===== config.mk =====
export PLATFORM = sky130hd
export DESIGN_NAME = dmem_responder
export DESIGN_NICKNAME = d
export VERILOG_FILES = /design/src/rtl/dmem_pkg.sv /design/src/rtl/dmem_array.sv /design/src/rtl/dmem_responder.sv
export SDC_FILE = /design/constraint.sdc
export NUM_CORES = 2
export LEC_CHECK = 0
export BUFFER_PORTS_ARGS = -buffer_cell sky130_fd_sc_hd__buf_2
export CAP_MARGIN = 20
export CORE_MARGIN = 5
export CORE_UTILIZATION = 60
export DETAILED_ROUTE_END_ITERATION = 8
export HOLD_SLACK_MARGIN = 0.05
export PLACE_DENSITY = 0.76
export SLEW_MARGIN = 20
export SYNTH_ARGS = -nofsm -noshare
export SYNTH_HDL_FRONTEND = slang
export SYNTH_SLANG_ARGS = --single-unit

===== constraint.sdc =====
create_clock -name i_clk -period 4.7 [get_ports i_clk]
set_clock_uncertainty 0.1 [all_clocks]
set_input_delay 0.94 -clock i_clk [delete_from_list [all_inputs] [get_ports i_clk]]
set_output_delay 0.94 -clock i_clk [all_outputs]
set_load 0.01 [all_outputs]

===== src/rtl/dmem_pkg.sv =====
// Shared types and defaults for the data-memory responder and its storage array.
package dmem_pkg;

    localparam int WORD_SIZE_DEF = 16;
    localparam int ADDR_BITS_DEF = 8;

    typedef enum logic [1:0] {
        IDLE = 2'd0,
        BUSY = 2'd1,
        ACK  = 2'd2
    } dmem_state_t;

    typedef enum logic {
        OP_RD = 1'b0,
        OP_WR = 1'b1
    } dmem_op_t;

    // A simultaneous read and write request is treated as a write.
    function automatic dmem_op_t decodeOp(input logic rd, input logic wr);
        return wr ? OP_WR : OP_RD;
    endfunction

endpackage


===== src/rtl/dmem_array.sv =====
// Word storage for the responder: one synchronous write port and one registered read port.
// The storage itself is never reset; only the read register is.
module dmem_array #(
    parameter int WORD_SIZE = 16,
    parameter int ADDR_BITS = 8
) (
    input  logic                 i_clk,
    input  logic                 i_rst_n,
    input  logic                 i_we,
    input  logic                 i_re,
    input  logic                 i_clr,
    input  logic [ADDR_BITS-1:0] i_addr,
    input  logic [WORD_SIZE-1:0] i_wdata,
    output logic [WORD_SIZE-1:0] o_rdata
);

    localparam int DEPTH = 2 ** ADDR_BITS;

    logic [WORD_SIZE-1:0] r_mem [DEPTH];
    logic [WORD_SIZE-1:0] r_rdata;

    always_ff @(posedge i_clk) begin
        if (i_we) begin
            r_mem[i_addr] <= i_wdata;
        end
    end

    // The read register doubles as the returned-data holder, so it can also be forced to zero.
    always_ff @(posedge i_clk or negedge i_rst_n) begin
        if (!i_rst_n) begin
            r_rdata <= '0;
        end else if (i_re) begin
            r_rdata <= r_mem[i_addr];
        end else if (i_clr) begin
            r_rdata <= '0;
        end
    end

    assign o_rdata = r_rdata;

endmodule


===== src/rtl/dmem_responder.sv =====
// Fixed-latency data-memory responder stretching each access with DataWaitreq.
// Optional protocol checker enabled by defining DMEM_PROTO_CHECK_EN.
module dmem_responder
    import dmem_pkg::*;
#(
    parameter int WORD_SIZE   = WORD_SIZE_DEF,
    parameter int ADDR_BITS   = ADDR_BITS_DEF,
    parameter int WAIT_CYCLES = 2
) (
    input  logic                 i_clk,
    input  logic                 i_rst_n,
    input  logic [WORD_SIZE-1:0] i_data_addr,
    input  logic [WORD_SIZE-1:0] i_data_out,
    input  logic                 i_read_data,
    input  logic                 i_write_data,
    output logic [WORD_SIZE-1:0] o_data_in,
    output logic                 o_data_waitreq,
    output logic                 o_proto_err
);

    localparam logic [3:0] CNT_LOAD = 4'(WAIT_CYCLES - 1);

    dmem_state_t          r_state;
    dmem_op_t             r_op;
    logic [3:0]           r_cnt;
    logic [ADDR_BITS-1:0] r_addr;
    logic [WORD_SIZE-1:0] r_wdata;
    logic                 r_in_range;

    logic                 w_req;
    dmem_op_t             w_op;
    logic                 w_in_range;
    logic                 w_access;
    logic                 w_we;
    logic                 w_re;
    logic                 w_clr;
    logic [WORD_SIZE-1:0] w_rdata;

    assign w_req      = i_read_data | i_write_data;
    assign w_op       = decodeOp(i_read_data, i_write_data);
    assign w_in_range = (i_data_addr[WORD_SIZE-1:ADDR_BITS] == '0);

    // Capture the request in IDLE, count down the wait, then spend exactly one cycle in ACK.
    always_ff @(posedge i_clk or negedge i_rst_n) begin
        if (!i_rst_n) begin
            r_state    <= IDLE;
            r_op       <= OP_RD;
            r_cnt      <= '0;
            r_addr     <= '0;
            r_wdata    <= '0;
            r_in_range <= 1'b0;
        end else begin
            case (r_state)
                IDLE: begin
                    if (w_req) begin
                        r_op       <= w_op;
                        r_cnt      <= CNT_LOAD;
                        r_addr     <= i_data_addr[ADDR_BITS-1:0];
                        r_wdata    <= i_data_out;
                        r_in_range <= w_in_range;
                        r_state    <= BUSY;
                    end
                end
                BUSY: begin
                    if (r_cnt != 4'd0) begin
                        r_cnt <= r_cnt - 4'd1;
                    end else begin
                        r_state <= ACK;
                    end
                end
                ACK: begin
                    r_state <= IDLE;
                end
                default: begin
                    r_state <= IDLE;
                end
            endcase
        end
    end

    // Out-of-range accesses keep normal timing but never touch the array and return zero.
    assign w_access = (r_state == BUSY) && (r_cnt == 4'd0);
    assign w_we     = w_access && (r_op == OP_WR) && r_in_range;
    assign w_re     = w_access && (r_op == OP_RD) && r_in_range;
    assign w_clr    = (w_access && !w_re) || (r_state == ACK);

    dmem_array #(
        .WORD_SIZE(WORD_SIZE),
        .ADDR_BITS(ADDR_BITS)
    ) u_array (
        .i_clk  (i_clk),
        .i_rst_n(i_rst_n),
        .i_we   (w_we),
        .i_re   (w_re),
        .i_clr  (w_clr),
        .i_addr (r_addr),
        .i_wdata(r_wdata),
        .o_rdata(w_rdata)
    );

    assign o_data_in = w_rdata;

    always_comb begin
        o_data_waitreq = 1'b0;
        case (r_state)
            IDLE:    o_data_waitreq = w_req;
            BUSY:    o_data_waitreq = 1'b1;
            default: o_data_waitreq = 1'b0;
        endcase
    end

`ifdef DMEM_PROTO_CHECK_EN
    logic [WORD_SIZE-1:0] r_chk_addr;
    logic                 r_proto_err;
    logic                 w_hold_err;
    logic                 w_viol;

    always_comb begin
        w_hold_err = 1'b0;
        if (r_state != IDLE) begin
            if (i_data_addr != r_chk_addr) begin
                w_hold_err = 1'b1;
            end
            if (w_req && (w_op != r_op)) begin
                w_hold_err = 1'b1;
            end
            if ((r_op == OP_WR) && (i_data_out != r_wdata)) begin
                w_hold_err = 1'b1;
            end
        end
    end

    assign w_viol = (i_read_data && i_write_data) || w_hold_err || ((r_state == BUSY) && !w_req);

    // The full address is kept here because the array only needs the implemented bits.
    always_ff @(posedge i_clk or negedge i_rst_n) begin
        if (!i_rst_n) begin
            r_chk_addr  <= '0;
            r_proto_err <= 1'b0;
        end else begin
            if ((r_state == IDLE) && w_req) begin
                r_chk_addr <= i_data_addr;
            end
            r_proto_err <= r_proto_err | w_viol;
        end
    end

    assign o_proto_err = r_proto_err;
`else
    assign o_proto_err = 1'b0;
`endif

endmodule


==> results.cfg <==
[status]
status = finished clean

[worst_setup_path]
max_stage_delay_ps = 850
startpoint = r_addr[0]
critPathTopFamily = compound AO/OA/AOI/OAI gates
worstReg2RegStart = r_addr[0]
crit_fanout = 15
worstPathCellList = buf_12 > buf_4 > buf_4 > mux4_2 > and3_1 > a31oi_1 > nand4_1 > o31ai_1 > buf_4 > nand4_1
cp-start-kind = register
worstSetupEndpointType = register
crit_type = register to register
required_ps = 5420
path_buf_inv = 4
critical_path_arrival_ps = 5220
timing.critical_path.mode_cell = buf_4
crit_path_top_delay_cell = o31ai_1

[timing]
rsz0062_at_grt = no
max_freq_ghz = 0.222
fin_crit_ps = 4500
layout_setup_ws_ps = 205
setup_violations = 0
setup_tns_ps = 0
drv_slew = 0
slew_headroom_pct = 14.3
period_share_pct = 95.6
hold_violations = 0
worstMarginPinSlew_ps = 1290

[power_and_ir_drop]
p_total_w = 0.112
ir_drop_mv = 0.896
leakage_nw = 58.0
power_density_mw_per_mm2 = 622

[yosys]
ys_types = 54
synth_top_cell_area_share_pct = 77.1
yosysMostFrequentCell = edfxtp_1
ys_top_cells_by_count = edfxtp_1, mux4_2, mux2i_1, nor2_1, a22oi_1
syn_area_mm2 = 0.160
synth_top_area_cell = edfxtp_1
syn_inst = 7555
yosysWarnings = 0
ys_seq_area_share_pct = 77.8
synth_area_per_cell_um2 = 21.1
ys.flop_type = edfxtp_1
synthTopCellsByArea = edfxtp_1, mux4_2, mux2i_1
synthesis.nets = 7593
synth_seq_cells = 4144
postSynth.asyncResetShare_pct = 1.16
synth_edf_count = 4096

[clock_tree]
cts-root-buf = clkbuf_16
clkTransAtPathRegs_ps = 60
post_cts_resized = 0
cts_setup_buffers = 0
hold_buffers = 0
clockBufferDepth = 4
htree_levels = 5
cts_buffers = 396
cts.sinks = 4144
insertion_delay_ps = 1000
cts_tree = built

[detailed_routing]
postRouteAntennaNets = 0
drcViolationCount = 0
wl_per_cell_um = 35.4
via_per_inst = 7.00
drt-pass1-iter-count = 7
via_count = 83900
dr.first_iter.drc_count = 13800
wirelength_mm = 425

[placed_design]
routabilityCongestion = 0.988
hpwl_mm = 250
io_buffers = 52
placed_cells = 11200
dp_slack_ps = 484

[grt]
grt_pass1_wl_mm = 604
grtUsageTotal_pct = 30.5
antenna_found_initial = 30
grt_max_degree = 198
grt_pass1_vias = 82100
overflow = 0

[floorplan]
die-height_um = 526
core_area_mm2 = 0.265
fp-row-count = 189
start_util_pct = 60.2
die_w_um = 526
dieArea_mm2 = 0.276
io-pin-count = 54

[cells_and_area]
final_core_util_pct = 68.0
final_cells = 12000
regArea_mm2 = 0.124
multiInputGateArea_mm2 = 0.0334
nets = 8132
fillers = 15600
drive_gt1_share_pct = 25.4
area_delta_synth_final_pct = 12.9

[job]
drv_cap = 0

[min_path]
hp-class = input pin to asynchronous set/reset pin
## registers in the layout (all words and copies together) (netlist names)
signal and cells:
r_in_range 1, r_cnt 4, u_array.r_mem 4096, r_op 1, u_array.o_rdata 16, r_state 2, r_addr 8, r_wdata 16
## worst reg2reg max path: cells and delay by family, from the launching register on
| kind | cells | cell delay [ps] |
|---|---|---|
| compound gates | 2 | 1160 |
| buf+inv | 4 | 1220 |
| flops | 1 | 640 |
| mux | 1 | 510 |
| simple gates | 3 | 710 |
## worst paths after layout
path	end	cells after the start	slack, ps
max	u_array.o_rdata[9]	10	200
max in group asynchronous	r_addr[1]	2	3670
max reg2reg	u_array.o_rdata[9]	10	200
min in group i_clk	r_addr[7]	3	60
min	r_wdata[14]	2	40
min reg2reg	r_cnt[1]	2	430
## routing by layer
layer  part of all wire (%)  global-route usage, %  wire length, um
met1                     34                   41.4           146000
met2                     46                   45.6           196000
met3                     13                   9.21            56400
met4                    6.1                   15.6            25900
met5                  0.029                 0.0866              124
## cell families (layout without fill, tap and decap cells)
kind of cell,after synthesis,after routing,synth area share [%]
flops,4144,4144,77.8
other cells,1,42,0.00235
fa+ha+maj,2,2,0.0157
buf+inv,492,1344,1.37
compound gates,784,784,3.56
xor+xnor,2,2,0.0110
simple gates,797,797,2.38
mux,1333,1333,14.9
## power by group
part	switching [W]	internal [W]	leakage, nW
logic	0.0214	0.0114	14.5
clock network	0.0136	0.0177	6.15
registers	0.00158	0.0464	37.4
## final cells by class
| cell class | count | area share (%) |
|---|---|---|
| diodes | 41 | 0.0569 |
| clock buffers | 494 | 5.78 |
| clock inverters | 217 | 1.26 |
| inverters | 7 | 0.0146 |
| multi-input cells | 2919 | 18.5 |
| flip-flops and latches | 4144 | 69.0 |
| well taps | 3533 | 2.45 |
| repair buffers | 626 | 2.94 |
## per-stage QoR
stage,cell area [um^2],hold WS [ps]
floorplan,160000,362
global placement,167000,407
detailed placement,167000,411
CTS,180000,53.2
global route,180000,52.1
finish,180000,38.9
## cells in the final DEF, fill, tap and decap left out, drive strengths merged, types with 17 or more instances in the layout
cell / count
a21o: 31
a21oi: 83
a221oi: 17
a22o: 50
a22oi: 281
a31oi: 107
a32oi: 32
and2: 21
and3: 62
buf: 625
bufinv: 34
clkbuf: 495
clkinv: 163
dfrtp: 48
diode: 41
edfxtp: 4096
mux2: 88
mux2i: 426
mux4: 819
nand2: 136
nand2b: 19
nand3: 149
nand4: 63
nor2: 285
nor3: 21
o211ai: 77
o21ai: 21
Note: power is estimated with default switching activity, not from simulation.
